### src/rtl/rv_control_fsm.sv
// rv_control_fsm: multi-cycle RV32I main controller.
// A Moore state machine walks each instruction through fetch, decode and its
// execution states, driving the ALU operation and every datapath select.
// The only Mealy term is the branch-taken PC load in BRANCH, which uses the
// ALU flags produced in that same cycle.
module rv_control_fsm (
  input  logic       clk,
  input  logic       rst_n,
  input  logic [6:0] op,
  input  logic [2:0] funct3,
  input  logic       funct7b5,
  input  logic       zero,
  input  logic       cout,
  input  logic       overflow,
  input  logic       sign,
  output logic       pc_write,
  output logic       adr_src,
  output logic       mem_write,
  output logic       ir_write,
  output logic [1:0] result_src,
  output logic [1:0] alu_src_a,
  output logic [1:0] alu_src_b,
  output logic [2:0] imm_src,
  output logic       reg_write,
  output logic [3:0] aluc,
  output logic       illegal
);

  // Opcodes the controller understands; anything else traps.
  localparam logic [6:0] OP_LOAD   = 7'b0000011;
  localparam logic [6:0] OP_STORE  = 7'b0100011;
  localparam logic [6:0] OP_RTYPE  = 7'b0110011;
  localparam logic [6:0] OP_ITYPE  = 7'b0010011;
  localparam logic [6:0] OP_BRANCH = 7'b1100011;
  localparam logic [6:0] OP_JAL    = 7'b1101111;
  localparam logic [6:0] OP_JALR   = 7'b1100111;
  localparam logic [6:0] OP_LUI    = 7'b0110111;
  localparam logic [6:0] OP_AUIPC  = 7'b0010111;

  // ALU operation encodings understood by the downstream ALU.
  localparam logic [3:0] ALU_ADD  = 4'b0000;
  localparam logic [3:0] ALU_SUB  = 4'b0001;
  localparam logic [3:0] ALU_AND  = 4'b0010;
  localparam logic [3:0] ALU_OR   = 4'b0011;
  localparam logic [3:0] ALU_SRA  = 4'b0100;
  localparam logic [3:0] ALU_SLT  = 4'b0101;
  localparam logic [3:0] ALU_SRL  = 4'b0110;
  localparam logic [3:0] ALU_SLL  = 4'b0111;
  localparam logic [3:0] ALU_SLTU = 4'b1000;
  localparam logic [3:0] ALU_XOR  = 4'b1001;

  // Source select encodings.
  localparam logic [1:0] RES_ALUOUT = 2'b00;
  localparam logic [1:0] RES_MEMDAT = 2'b01;
  localparam logic [1:0] RES_ALU    = 2'b10;

  localparam logic [1:0] SRCA_PC    = 2'b00;
  localparam logic [1:0] SRCA_OLDPC = 2'b01;
  localparam logic [1:0] SRCA_RS1   = 2'b10;
  localparam logic [1:0] SRCA_ZERO  = 2'b11;

  localparam logic [1:0] SRCB_RS2   = 2'b00;
  localparam logic [1:0] SRCB_IMM   = 2'b01;
  localparam logic [1:0] SRCB_FOUR  = 2'b10;

  localparam logic [2:0] IMM_I = 3'b000;
  localparam logic [2:0] IMM_S = 3'b001;
  localparam logic [2:0] IMM_B = 3'b010;
  localparam logic [2:0] IMM_J = 3'b011;
  localparam logic [2:0] IMM_U = 3'b100;

  typedef enum logic [4:0] {
    IDLE,
    FETCH,
    DECODE,
    MEMADR,
    MEMREAD,
    MEMWB,
    MEMWRITE,
    EXEC_R,
    EXEC_I,
    ALUWB,
    BRANCH,
    JAL,
    JALR,
    JALRWB,
    LUI,
    AUIPC,
    TRAP
  } state_t;

  state_t state, next_state;

  // ALU operation for register and immediate arithmetic. Subtract exists
  // only for R-type (addi has no sub form); the arithmetic right shift is
  // selected by instr[30] in both formats.
  function automatic logic [3:0] alu_decode(input logic [2:0] f3,
                                            input logic       f7b5,
                                            input logic       is_rtype);
    logic [3:0] result;
    case (f3)
      3'b000:  result = (is_rtype && f7b5) ? ALU_SUB : ALU_ADD;
      3'b001:  result = ALU_SLL;
      3'b010:  result = ALU_SLT;
      3'b011:  result = ALU_SLTU;
      3'b100:  result = ALU_XOR;
      3'b101:  result = f7b5 ? ALU_SRA : ALU_SRL;
      3'b110:  result = ALU_OR;
      default: result = ALU_AND;
    endcase
    return result;
  endfunction

  // Branch condition from the flags of rs1 - rs2. Signed compares use
  // sign^overflow; unsigned compares use the carry (no borrow means rs1 >= rs2).
  function automatic logic branch_take(input logic [2:0] f3,
                                       input logic       z,
                                       input logic       c,
                                       input logic       v,
                                       input logic       n);
    logic result;
    case (f3)
      3'b000:  result = z;
      3'b001:  result = ~z;
      3'b100:  result = n ^ v;
      3'b101:  result = ~(n ^ v);
      3'b110:  result = ~c;
      3'b111:  result = c;
      default: result = 1'b0;
    endcase
    return result;
  endfunction

  // State register; reset drops straight back to IDLE, abandoning any
  // instruction in flight.
  always_ff @(posedge clk or negedge rst_n) begin
    if (!rst_n) begin
      state <= IDLE;
    end else begin
      state <= next_state;
    end
  end

  // Next-state and output decode; every output defaults to zero.
  always_comb begin
    next_state = state;
    pc_write   = 1'b0;
    adr_src    = 1'b0;
    mem_write  = 1'b0;
    ir_write   = 1'b0;
    result_src = RES_ALUOUT;
    alu_src_a  = SRCA_PC;
    alu_src_b  = SRCB_RS2;
    imm_src    = IMM_I;
    reg_write  = 1'b0;
    aluc       = ALU_ADD;
    illegal    = 1'b0;

    case (state)
      IDLE: begin
        next_state = FETCH;
      end

      FETCH: begin
        adr_src    = 1'b0;
        ir_write   = 1'b1;
        alu_src_a  = SRCA_PC;
        alu_src_b  = SRCB_FOUR;
        aluc       = ALU_ADD;
        result_src = RES_ALU;
        pc_write   = 1'b1;
        next_state = DECODE;
      end

      DECODE: begin
        alu_src_a = SRCA_OLDPC;
        alu_src_b = SRCB_IMM;
        imm_src   = (op == OP_JAL) ? IMM_J : IMM_B;
        aluc      = ALU_ADD;
        case (op)
          OP_LOAD,
          OP_STORE:  next_state = MEMADR;
          OP_RTYPE:  next_state = EXEC_R;
          OP_ITYPE:  next_state = EXEC_I;
          OP_BRANCH: next_state = BRANCH;
          OP_JAL:    next_state = JAL;
          OP_JALR:   next_state = JALR;
          OP_LUI:    next_state = LUI;
          OP_AUIPC:  next_state = AUIPC;
          default:   next_state = TRAP;
        endcase
      end

      MEMADR: begin
        alu_src_a  = SRCA_RS1;
        alu_src_b  = SRCB_IMM;
        aluc       = ALU_ADD;
        imm_src    = (op == OP_STORE) ? IMM_S : IMM_I;
        next_state = (op == OP_STORE) ? MEMWRITE : MEMREAD;
      end

      MEMREAD: begin
        result_src = RES_ALUOUT;
        adr_src    = 1'b1;
        next_state = MEMWB;
      end

      MEMWB: begin
        result_src = RES_MEMDAT;
        reg_write  = 1'b1;
        next_state = FETCH;
      end

      MEMWRITE: begin
        result_src = RES_ALUOUT;
        adr_src    = 1'b1;
        mem_write  = 1'b1;
        next_state = FETCH;
      end

      EXEC_R: begin
        alu_src_a  = SRCA_RS1;
        alu_src_b  = SRCB_RS2;
        aluc       = alu_decode(funct3, funct7b5, 1'b1);
        next_state = ALUWB;
      end

      EXEC_I: begin
        alu_src_a  = SRCA_RS1;
        alu_src_b  = SRCB_IMM;
        imm_src    = IMM_I;
        aluc       = alu_decode(funct3, funct7b5, 1'b0);
        next_state = ALUWB;
      end

      ALUWB: begin
        result_src = RES_ALUOUT;
        reg_write  = 1'b1;
        next_state = FETCH;
      end

      BRANCH: begin
        alu_src_a  = SRCA_RS1;
        alu_src_b  = SRCB_RS2;
        aluc       = ALU_SUB;
        result_src = RES_ALUOUT;
        pc_write   = branch_take(funct3, zero, cout, overflow, sign);
        next_state = FETCH;
      end

      JAL: begin
        alu_src_a  = SRCA_OLDPC;
        alu_src_b  = SRCB_FOUR;
        aluc       = ALU_ADD;
        result_src = RES_ALUOUT;
        pc_write   = 1'b1;
        next_state = ALUWB;
      end

      JALR: begin
        alu_src_a  = SRCA_RS1;
        alu_src_b  = SRCB_IMM;
        imm_src    = IMM_I;
        aluc       = ALU_ADD;
        result_src = RES_ALU;
        pc_write   = 1'b1;
        next_state = JALRWB;
      end

      JALRWB: begin
        alu_src_a  = SRCA_OLDPC;
        alu_src_b  = SRCB_FOUR;
        aluc       = ALU_ADD;
        result_src = RES_ALU;
        reg_write  = 1'b1;
        next_state = FETCH;
      end

      LUI: begin
        alu_src_a  = SRCA_ZERO;
        alu_src_b  = SRCB_IMM;
        imm_src    = IMM_U;
        aluc       = ALU_ADD;
        next_state = ALUWB;
      end

      AUIPC: begin
        alu_src_a  = SRCA_OLDPC;
        alu_src_b  = SRCB_IMM;
        imm_src    = IMM_U;
        aluc       = ALU_ADD;
        next_state = ALUWB;
      end

      TRAP: begin
        illegal    = 1'b1;
        next_state = TRAP;
      end

      default: begin
        next_state = IDLE;
      end
    endcase
  end

endmodule

### config.mk
export PLATFORM = sky130hd
export DESIGN_NAME = rv_control_fsm
export DESIGN_NICKNAME = d
export VERILOG_FILES = /design/src/rtl/rv_control_fsm.sv
export SDC_FILE = /design/constraint.sdc
export NUM_CORES = 1
export LEC_CHECK = 0
export ABC_AREA = 1
export BUFFER_PORTS_ARGS = -buffer_cell sky130_fd_sc_hd__buf_2
export CAP_MARGIN = 5
export CELL_PAD_IN_SITES_DETAIL_PLACEMENT = 1
export CELL_PAD_IN_SITES_GLOBAL_PLACEMENT = 2
export CORE_ASPECT_RATIO = 0.8
export CORE_MARGIN = 10
export CORE_UTILIZATION = 19
export CTS_BUF_LIST = sky130_fd_sc_hd__clkbuf_2
export DETAILED_ROUTE_END_ITERATION = 10
export PLACE_DENSITY = 0.78
export SLEW_MARGIN = 20
export SYNTH_ARGS = -nofsm -noshare
export SYNTH_HDL_FRONTEND = slang
export SYNTH_SLANG_ARGS = --single-unit
### constraint.sdc
create_clock -name clk -period 1.11 [get_ports clk]
set_input_delay 0.0555 -clock clk [delete_from_list [all_inputs] [get_ports clk]]
set_output_delay 0.0555 -clock clk [all_outputs]
set_load 0.02 [all_outputs]
==> impl_metrics.yaml <==
status:
  run_status: "complete, but fails checks"
  failed_checks: "setup timing"
place:
  pre_cts_slack_ps: -257
  io_buffer_count: 35
  hpwlAfterDp_um: 2960
  finalWeightedCongestion: 0.839
  post_dp_cell_area_mm2: 0.00125
critical_path:
  crit_path_start_kind: "flop"
  cp.required_ps: 1050
  worst_ep_arrival_time_ps: 1510
  timing.setup.critical_path_class: "reg2out"
  path_delay_family: "simple AND/OR/NAND/NOR gates"
  crit_path_cell_trace: "inv_2 > nand2_2 > nor3_4 > nand3_2 > o21ai_2 > buf_6"
  critical_path_buf_inv_count: 2
  critical_path.max_fanout: 4
  critical_path.max_stage_delay_ps: 470
  cp-end-kind: "output pin"
  critical-path-slowest-cell: "sky130_fd_sc_hd__dfrtp_2"
timing:
  setup_total_negative_slack_ps: -8810
  grt_setup_unrepaired: "true"
  slew_violations: 0
  worst_slew_pin_slew_ps: 282
  final.setup.worst_slack_ps: -457
  layout_min_cycle_time_ps: 1570
  clock_skew_ps: 20.5
  slew_headroom_pct: 81.1
  setup_viol: 24
  final.hold.worst_slack_ps: 178
  finalHoldViolations: 0
  finalCritPeriodShare_pct: 141
  clock.fmax_mhz: 638
layout:
  mostFrequentLayoutCells: "34 x sky130_fd_sc_hd__nand2_1, 28 x sky130_fd_sc_hd__buf_4, 22 x sky130_fd_sc_hd__buf_6, 18 x sky130_fd_sc_hd__buf_2, 17 x sky130_fd_sc_hd__inv_1"
  post-route-cell-area_mm2: 0.00169
  final_nets: 242
  total_inserted_antenna_cells: 0
  mostFrequentLayoutCell: "sky130_fd_sc_hd__nand2_1"
  largestRegisters: "state x5"
  max_flop_register: "state"
  syn_to_final_growth_pct: 116
  drive_above_1_share_pct: 59.4
  largest_reg_flops: 5
logic_synthesis:
  synth-edff-count: 0
  synth_top_cell_area_share_pct: 21.6
  post_synth_instance_area_um2: 782
  synth.yosys.seq_area_share_pct: 16.0
  ys.warnings.count: 0
  synth_top_flop_cell: "sky130_fd_sc_hd__dfrtp_1"
  synth.largest_area_cell: "sky130_fd_sc_hd__nand2_1"
  asyncSetResetFlopFracSynth_pct: 100
  synthesis.nets: 168
  postSynthRegisterBits: 5
  synth.lib_cells_used.distinct: 22
  synth_area_per_cell_um2: 5.18
  synthTopCellsByArea: "sky130_fd_sc_hd__nand2_1 22%, sky130_fd_sc_hd__dfrtp_1 16%, sky130_fd_sc_hd__nand3_1 16%, sky130_fd_sc_hd__nor2_1 12%, sky130_fd_sc_hd__inv_1 11%"
  synth_instances: 151
floorplanning:
  core.rowCount: 20
  ios: 36
  die_width_um: 91.7
  design.die.area_mm2: 0.00710
  initial_core_util_pct: 20.2
  die_h_um: 77.4
  core-area_mm2: 0.00388
drt:
  wire_per_inst_um: 14.8
  firstDrtPassIters: 4
  initialDrtViolationCount: 71
  drt_drc_violations_left: 0
  num_vias: 1245
  detail_route.wirelength_um: 4130
  viasPerCell: 4.46
  ant_nets: 0
global_route:
  global_route_wire_length_before_repair_um: 6410
  grt_pass1_vias: 1344
  grt_antenna_before_repair: 0
  overflow_left_after_global_routing: 0
  grt_util_all_layers_pct: 10.6
  grt_start_max_net_pins: 8
clock_tree:
  cts.sinks: 5
  cts-htree-levels: 1
  cts-buffers-inserted: 3
  cts_buffer_depth: 2
  cts_tree: "done"
  clockRootBuffer: "sky130_fd_sc_hd__clkbuf_2"
  cts.clk_slew.worst_paths_ps: 80
  worst_skew_pair.late_latency_ps: 240
power:
  power.share.switching_pct: 51.3
  power-per-cell-area_mw_per_mm2: 2170
  power.total_uw: 3670
  power.internal_uw: 1790
  power_leakage_uw: 0.000927
  pwr-share-seq_pct: 11.5
  vdd.ir_drop.worst_v: 0.000724
  comb_pwr_share_pct: 83.3
  power.net_switching_uw: 1890
  clock_power_share_pct: 5.1
hold_path:
  hold_path_class: "in2async"
run:
  maxCapViolCount: 0
-- area by class of cell --
cell class                 instances  area (um^2)
tap                               55         68.8
fill                             514         2190
timing repair buffer              70          573
multi-input combinational        118          795
clock buffer                       4         20.0
inverter                          27          106
sequential                         5          130
-- path summary, 6_finish.rpt --
check / startpoint / end / slack [ps] / cells after the start
worst max-delay path: state[3]$_DFF_PN0_ / imm_src[0] / -460 / 6
worst min-delay path: rst_n / state[3]$_DFF_PN0_ / 180 / 2
worst max register to register: state[3]$_DFF_PN0_ / state[4]$_DFF_PN0_ / -340 / 7
worst min register to register: state[1]$_DFF_PN0_ / state[4]$_DFF_PN0_ / 810 / 5
max in group asynchronous: rst_n / state[1]$_DFF_PN0_ / 740 / 2
min in group clk: op[3] / state[4]$_DFF_PN0_ / 220 / 5
-- per-stage QoR --
stage	utilization, %	cells
3_5_place_dp	32.2	266
4_1_cts	39.8	277
3_3_place_gp	32.2	266
6_report	43.6	279
2_1_floorplan	-	151
5_1_grt	43.6	279
-- cell usage after synthesis (2+ instances only) --
cell	n
sky130_fd_sc_hd__o21ai_0	5
sky130_fd_sc_hd__xnor2_1	2
sky130_fd_sc_hd__nor3_1	2
sky130_fd_sc_hd__dfrtp_1	5
sky130_fd_sc_hd__nor2_1	25
sky130_fd_sc_hd__inv_2	4
sky130_fd_sc_hd__nand2_1	45
sky130_fd_sc_hd__inv_1	23
sky130_fd_sc_hd__o21ai_1	2
sky130_fd_sc_hd__a21oi_1	2
sky130_fd_sc_hd__nand3_1	25
-- logic make-up (layout without fill, tap and decap cells) --
group           Yosys count  in the layout  synth area share [%]
flops                     5              5                  16.0
buf+inv                  28            101                  13.6
simple gates            102            102                  57.3
xor+xnor                  3              3                  3.36
compound gates           13             13                  9.76
-- power groups by stage --
stage,Sequential [uW],Clock [uW],Combinational (uW)
floorplan,333,0,1080
global placement,330,0,2040
detailed placement,341,0,2050
CTS,375,183,2640
global route,430,209,3320
finish,423,189,3060
-- metal layers --
| metal | track usage (%) | up-vias | share of wire (%) |
|---|---|---|---|
| met3 | 1.63 | 2 | 3.7 |
| li1 | - | 623 | - |
| met2 | 19.1 | 29 | 53 |
| met5 | 0 | - | 0 |
| met1 | 13.2 | 591 | 43 |
| met4 | 1.85 | 0 | 0.46 |
-- what timing repair did --
action | in CTS | in global routing
pin swaps | 8 | 14
buffers inserted | 7 | 3
hold buffers | 1 | 0
hold endpoints to repair | 5 | 0
resized for setup | 67 | 37
endpoints found under the setup margin | 24 | 24
Power figures use the tool's default switching activity.
